`config.mk`:
```
export PLATFORM = sky130hd
export DESIGN_NAME = div_unit
export DESIGN_NICKNAME = d
export VERILOG_FILES = /design/src/rtl/div_unit.sv
export SDC_FILE = /design/constraint.sdc
export NUM_CORES = 1
export LEC_CHECK = 0
export ABC_AREA = 1
export CAP_MARGIN = 20
export CORE_ASPECT_RATIO = 0.7
export CORE_MARGIN = 3
export CORE_UTILIZATION = 55
export CTS_CLUSTER_SIZE = 10
export DETAILED_ROUTE_END_ITERATION = 6
export PLACE_DENSITY_LB_ADDON = 0.25
export SLEW_MARGIN = 20
export SYNTH_ARGS = -nofsm -noshare
export SYNTH_HDL_FRONTEND = slang
export SYNTH_SLANG_ARGS = --single-unit
```
`constraint.sdc`:
```
create_clock -name clk -period 2.5 [get_ports clk]
set_clock_uncertainty 0.05 [all_clocks]
set_input_delay 0.5 -clock clk [delete_from_list [all_inputs] [get_ports clk]]
set_output_delay 0.5 -clock clk [all_outputs]
set_load 0.005 [all_outputs]
```
`src/rtl/div_unit.sv`:
```
// div_unit: iterative radix-2 restoring divider for DIV/DIVU in the EX stage.
// Quotient feeds LO and remainder feeds HI. Produces one quotient bit per
// cycle, MSB first, on operand magnitudes, then applies the sign fix.
//
// Ports:
//   clk        clock, all state changes on its rising edge
//   rst        synchronous active-high reset
//   start      divide request, sampled only in IDLE
//   sign       1 = signed (DIV), 0 = unsigned (DIVU), captured with start
//   flush      cancel any operation (exception/eret flush)
//   dividend   GPR[rs], captured with start
//   divisor    GPR[rt], captured with start
//   busy       operation in progress (PREP, CALC, FIX); stalls the pipeline
//   done       one-cycle pulse, quotient/remainder valid
//   quotient   quotient to LO (holds until the next FIX)
//   remainder  remainder to HI (holds until the next FIX)
//
// Optional feature macro: DIV_EARLY_OUT_EN
//   When defined, PREP skips CALC if |divisor| > |dividend| or the dividend
//   is zero with a nonzero divisor. When undefined, no comparator is built.
module div_unit #(
    parameter int unsigned WIDTH = 32
) (
    input  logic             clk,
    input  logic             rst,
    input  logic             start,
    input  logic             sign,
    input  logic             flush,
    input  logic [WIDTH-1:0] dividend,
    input  logic [WIDTH-1:0] divisor,
    output logic             busy,
    output logic             done,
    output logic [WIDTH-1:0] quotient,
    output logic [WIDTH-1:0] remainder
);

    localparam int unsigned CNT_W = $clog2(WIDTH) + 1;

    localparam logic [2:0] S_IDLE = 3'd0;
    localparam logic [2:0] S_PREP = 3'd1;
    localparam logic [2:0] S_CALC = 3'd2;
    localparam logic [2:0] S_FIX  = 3'd3;
    localparam logic [2:0] S_DONE = 3'd4;

    logic [2:0]       state;
    logic [2:0]       state_next;

    logic [WIDTH-1:0] a_reg;
    logic [WIDTH-1:0] b_reg;
    logic             sign_reg;
    logic [WIDTH-1:0] b_mag;
    logic [WIDTH-1:0] rem;
    logic [WIDTH-1:0] quo;
    logic             neg_q;
    logic             neg_r;
    logic [CNT_W-1:0] cnt;

    logic [WIDTH-1:0] a_mag_c;
    logic [WIDTH-1:0] b_mag_c;
    logic [WIDTH:0]   trial_c;
    logic             last_step_c;
    logic             early_out_c;

    // Operand magnitudes; negate only negative values of a signed divide
    assign a_mag_c = (sign_reg && a_reg[WIDTH-1]) ? (~a_reg + WIDTH'(1)) : a_reg;
    assign b_mag_c = (sign_reg && b_reg[WIDTH-1]) ? (~b_reg + WIDTH'(1)) : b_reg;

    // Trial subtract on the shifted remainder; the bit shifted out of the
    // remainder is kept as bit WIDTH so large divisors cannot overflow it
    assign trial_c = {rem, quo[WIDTH-1]} - {1'b0, b_mag};

    assign last_step_c = (cnt == CNT_W'(WIDTH - 1));

`ifdef DIV_EARLY_OUT_EN
    assign early_out_c = (b_mag_c > a_mag_c) ||
                         ((a_mag_c == '0) && (b_mag_c != '0));
`else
    assign early_out_c = 1'b0;
`endif

    // State register
    always_ff @(posedge clk) begin
        if (rst) begin
            state <= S_IDLE;
        end else begin
            state <= state_next;
        end
    end

    // Next-state logic; flush overrides every transition
    always_comb begin
        state_next = state;
        case (state)
            S_IDLE:  if (start) state_next = S_PREP;
            S_PREP:  state_next = early_out_c ? S_FIX : S_CALC;
            S_CALC:  if (last_step_c) state_next = S_FIX;
            S_FIX:   state_next = S_DONE;
            S_DONE:  state_next = S_IDLE;
            default: state_next = S_IDLE;
        endcase
        if (flush) begin
            state_next = S_IDLE;
        end
    end

    // Registered status outputs, aligned with the state they describe
    always_ff @(posedge clk) begin
        if (rst) begin
            busy <= 1'b0;
            done <= 1'b0;
        end else begin
            busy <= (state_next == S_PREP) || (state_next == S_CALC) ||
                    (state_next == S_FIX);
            done <= (state_next == S_DONE);
        end
    end

    // Datapath: operand capture, magnitude prep, shift/subtract, sign fix
    always_ff @(posedge clk) begin
        if (rst) begin
            a_reg     <= '0;
            b_reg     <= '0;
            sign_reg  <= 1'b0;
            b_mag     <= '0;
            rem       <= '0;
            quo       <= '0;
            neg_q     <= 1'b0;
            neg_r     <= 1'b0;
            cnt       <= '0;
            quotient  <= '0;
            remainder <= '0;
        end else if (!flush) begin
            case (state)
                S_IDLE: begin
                    if (start) begin
                        a_reg    <= dividend;
                        b_reg    <= divisor;
                        sign_reg <= sign;
                    end
                end
                S_PREP: begin
                    neg_q <= sign_reg & (a_reg[WIDTH-1] ^ b_reg[WIDTH-1]);
                    neg_r <= sign_reg & a_reg[WIDTH-1];
                    b_mag <= b_mag_c;
                    cnt   <= '0;
                    if (early_out_c) begin
                        quo <= '0;
                        rem <= a_mag_c;
                    end else begin
                        quo <= a_mag_c;
                        rem <= '0;
                    end
                end
                S_CALC: begin
                    cnt <= cnt + CNT_W'(1);
                    if (!trial_c[WIDTH]) begin
                        rem <= trial_c[WIDTH-1:0];
                        quo <= {quo[WIDTH-2:0], 1'b1};
                    end else begin
                        rem <= {rem[WIDTH-2:0], quo[WIDTH-1]};
                        quo <= {quo[WIDTH-2:0], 1'b0};
                    end
                end
                S_FIX: begin
                    // Divide-by-zero wins over the sign fix in both modes
                    if (b_reg == '0) begin
                        quotient  <= '1;
                        remainder <= a_reg;
                    end else begin
                        quotient  <= neg_q ? (~quo + WIDTH'(1)) : quo;
                        remainder <= neg_r ? (~rem + WIDTH'(1)) : rem;
                    end
                end
                default: begin
                end
            endcase
        end
    end

endmodule

```
==> Word-level counts from Yosys, hierarchy flattened <==
Cells that the tools add are included.
{ "classes": {"n_addsub": 6, "eq_ne": 8, "mux": 15, "n_bitwise": 8, "n_reduce_logical": 11} }
{ "ops": {"columns": ["cell", "n"], "rows": [
  ["$mux 32", 7],
  ["$add 32x1->32 const B", 4],
  ["$not 32->32", 4],
  ["$pmux 32 s2", 2],
  ["$sub 33x32->33", 1],
  ["$logic_not 32->1", 1],
  ["$eq 3x2->1 const B", 4],
  ["$pmux 3 s4", 1],
  ["$pmux 6 s2", 1],
  ["$mux 3", 3],
  ["$add 6x1->6 const B", 1],
  ["$eq 3x1->1 const B", 2],
  ["$eq 6x5->1 const B", 1],
  ["$reduce_and 2->1", 3],
  ["$eq 3x3->1 const B", 1],
  ["$logic_not 3->1", 1],
  ["$reduce_and 3->1", 1],
  ["$and 1x1->1", 2],
  ["$logic_and 1x1->1", 2],
  ["$logic_or 1x1->1", 2],
  ["$reduce_bool 2->1", 1],
  ["$mux 1", 1],
  ["$not 1->1", 1],
  ["$xor 1x1->1", 1]
]} }
{ "word_totals": {"ff_bits": 238, "input_bits": 69, "output_inout_bits": 66, "elab_cells": 62} }

==> Longest topological paths before layout <==
{ "depth": {"word_depth": 7, "depth_mapped": 18, "ltp_nobuf": 17} }

==> Worst setup path after synthesis <==
OpenSTA, ideal clock, no wires.
{ "synth_timing": {"path_kind": "flip-flop to flip-flop", "start": "register quo[31]", "end": "register rem[11]", "setup_time_ps": 132, "arrival_ps": 2032, "setup_slack_ps": 286, "stages_incl_launch_ff": 19, "period_less_slack_ps": 2214, "path_cell_list": "dfxtp_1 > inv_1 > ha_1 > fa_1 > inv_1 > nand2_1 > nand2_1 > nand3_1 > nand2_2 > nand2_2 > nand2_2 > nand2_4 > nand2_4 > nand2_2 > nand2_1 > buf_6 > nand2_1 > nand3_1 > a21oi_1"} }
{ "synth_between": {"elab_chain_len": 3} }
{ "synth_lines": {"columns": ["item", "line", "text"], "rows": [
  ["start: declaration", "53", "logic [WIDTH-1:0] quo;"],
  ["start signal: assignment", "150", "quo <= a_mag_c;"],
  ["start signal: assignment", "158", "quo <= {quo[WIDTH-2:0], 1'b1};"],
  ["start signal: assignment", "161", "quo <= {quo[WIDTH-2:0], 1'b0};"],
  ["$sub 33x32->33", "70", "assign trial_c = {rem, quo[WIDTH-1]} - {1'b0, b_mag};"],
  ["$mux 32", "156", "if (!trial_c[WIDTH]) begin"],
  ["$pmux 32 s2", "133", "case (state)"],
  ["end signal: assignment", "148", "rem <= a_mag_c;"],
  ["end signal: assignment", "157", "rem <= trial_c[WIDTH-1:0];"],
  ["end signal: assignment", "160", "rem <= {rem[WIDTH-2:0], quo[WIDTH-1]};"],
  ["end: declaration", "52", "logic [WIDTH-1:0] rem;"]
]} }
Every way passes these cells.
A chain may end at the register's enable or synchronous reset.

==> Worst setup path in the final report <==
{ "layout_timing": {"start": "register rem[4]", "end": "register rem[31]"} }
{ "layout_between": {"elab_chain_len": 3} }
{ "layout_lines": {"columns": ["item", "line"], "rows": [
  ["$sub 33x32->33", "70"],
  ["$mux 32", "156"],
  ["$pmux 32 s2", "133"]
]} }
Every way passes these cells.

==> impl_metrics.ini <==
[power]
static-leakage-power_nw = 8.445
ir_drop_mv = 0.6766
power_density_nw_per_um2 = 550.8

[floorplan]
initial_core_util = 0.5645
dieWidth_um = 204.8
die_y_um = 145.2
num_rows = 50
die_area_um2 = 29740
ios = 135
core_area_um2 = 26960

[setup_path]
worst_setup_path_start_kind = register
slowest_delay_ns = 0.46
cp_max_fo = 5
cp_slowest_cell = dfxtp_1
path_cells = ha_1 -> nand2_1 -> inv_1 -> a21oi_1 -> nand2_1 -> nand2_1 -> nand2_1 -> nand2_1 -> nand2_1 -> nand2_1 -> nand2_1 -> nand2_1 -> nand3_1 -> a21oi_1
setup.worst_path.class = register to register
worst_ep_arrival_time_ns = 2.83
path_common_cell = nand2_1
end_kind = register
cp.required_ns = 2.92

[logic_synthesis]
synth_top_area_cell = dfxtp_1
synthCells = 2445
synth_top_area_frac = 0.3130
synth_seq_cells = 238
synth_common_cells = 607 x nand2_1, 333 x inv_1, 238 x dfxtp_1
synthArstFlopShare = 0
seq_area_frac_synth = 0.3130
avgSynthCellArea_um2 = 6.226
syn_nets = 2552
yosysMostFrequentCell = nand2_1
synth_edf_count = 0
ys.warnings.count = 0
ys.flop_type = dfxtp_1
syn-cell-area_um2 = 15220
synth_area_leaders = dfxtp_1 31%, nand2_1 15%, inv_1 8.2%
synth_cell_types = 52

[timing]
finalMaxSlewViolations = 0
slew_headroom = 0.5328
finalCritPeriodShare = 0.9643
fin_tns_setup_ns = 0
hold_violations = 0
finalSetupViolations = 0
post-route-min-period_ns = 2.411
worst_pin_slew_ns = 0.6945
fmax_ghz = 0.4148
worst_slack_ns = 0.08936
rsz0062_at_grt = true

[clocking]
insertion_delay_ns = 0.55
clk_pin_slew_ns = 0.06
cts_made_buffers = 27
cts_tree = built
clkSinkCount = 238
cts_root_buffer = clkbuf_16
holdBufCountCts = 0
cts_max_level = 1
clockBufferDepth = 3

[finish]
diodes = 0
drive_above_1_share = 0.07415
area_delta_synth_final_pct = 19.12
fin_nets = 2683
final_util = 0.6725
fillers = 2466

[grt]
grt_util_all_layers = 0.3374
grt_pass1_vias = 15150
antenna_found_initial = 1
grt.overflow.total = 0
grt_start_max_net_pins = 70
grt_pass1_wl_um = 81240

[drt]
drt-total-wl_um = 51590
postRouteAntennaNets = 0
drt-pass1-iter-count = 7
vias = 16800
via_per_inst = 5.715
dr.first_iter.drc_count = 1919
drc = 5
wl_per_cell_um = 17.55

[outcome]
violations = DRC
status = finished, violations left

[hold_path]
hold_class = register to register

[placed_design]
dpl.hpwl_um = 39840
place_ws_ns = 0.02274
gp_congestion = 1.016
port_buffers = 134

[flow_run]
maxCapViolations = 0
## critical path, delay by kind of cell, from the launching register on
family | cells | cell delay [ns]
and+or+nand+nor | 10 | 1.03
AOI/OAI and AO/OA | 2 | 0.37
buffers and inverters | 1 | 0.09
DFF | 1 | 0.46
adders and majority gates | 1 | 0.33
## metrics by stage
stage               hold WS, ns  power [mW]  cells  instance area, µm²
floorplan                0.3795       5.654   2445               15220
global placement         0.3885       6.393   2908               17230
detailed placement       0.3954       6.437   2908               17230
CTS                      0.4056       9.879   2937               17940
global route             0.4279       10.41   2940               18130
finish                   0.4047       9.988   2940               18130
## power breakdown
group	internal (mW)	switching (mW)	total (mW)	leakage, nW
Sequential	3.92	0.140	4.06	1.93
Combinational	0.860	1.58	2.44	6.16
Clock	1.94	1.55	3.49	0.350
## layout by cell type, fill, tap and decap left out, drive strengths merged, types with 50 or more instances in the layout
| master | instances |
|---|---|
| dfxtp | 238 |
| buf | 73 |
| xor2 | 50 |
| nand2 | 619 |
| inv | 342 |
| o21ai | 231 |
| nor2 | 211 |
| a21oi | 226 |
| nand3 | 216 |
| clkdlybuf4s50 | 133 |
## logic make-up (layout without fill, tap and decap cells)
group,count (synthesis),after routing,share of synthesized area
buffers and inverters,448,579,0.1152
AND/OR/NAND/NOR,1148,1148,0.3252
AO/OA/AOI/OAI,515,515,0.1815
flip-flops,238,238,0.3130
adder cells (fa/ha/maj),38,38,0.03173
XOR/XNOR,58,58,0.03337
## per-layer routing
metal,GRT usage,routed length [µm],vias to the layer above
met5,0,0,-
met3,0.07244,6507,81
li1,-,-,8193
met2,0.4564,20110,938
met4,0.07425,1125,0
met1,0.5378,23850,7589
## final cells by class
type | count | area [µm²] | share of cell area
Clock buffer | 28 | 689.4 | 0.03802
Clock inverter | 1 | 20.02 | 0.001104
Inverter | 344 | 1292 | 0.07128
Multi-Input combinational cell | 1759 | 8877 | 0.4896
Sequential cell | 238 | 4767 | 0.2629
Tap cell | 364 | 455.4 | 0.02512
Timing Repair Buffer | 206 | 2031 | 0.1120
## timing repair
item | in CTS | in global routing
endpoints found under the setup margin | 0 | 53
resized for setup | 0 | 37
buffers inserted | 0 | 3
## final timing paths
check	start	endpoint	slack, ns	cells after the start
setup reg to reg	rem[4]	rem[31]	0.09	14
hold reg to reg	remainder[28]	remainder[28]	0.40	2
hold / removal	remainder[28]	remainder[28]	0.40	2
setup / recovery	rem[4]	rem[31]	0.09	14
No activity file was read; power rests on OpenSTA's default activity.
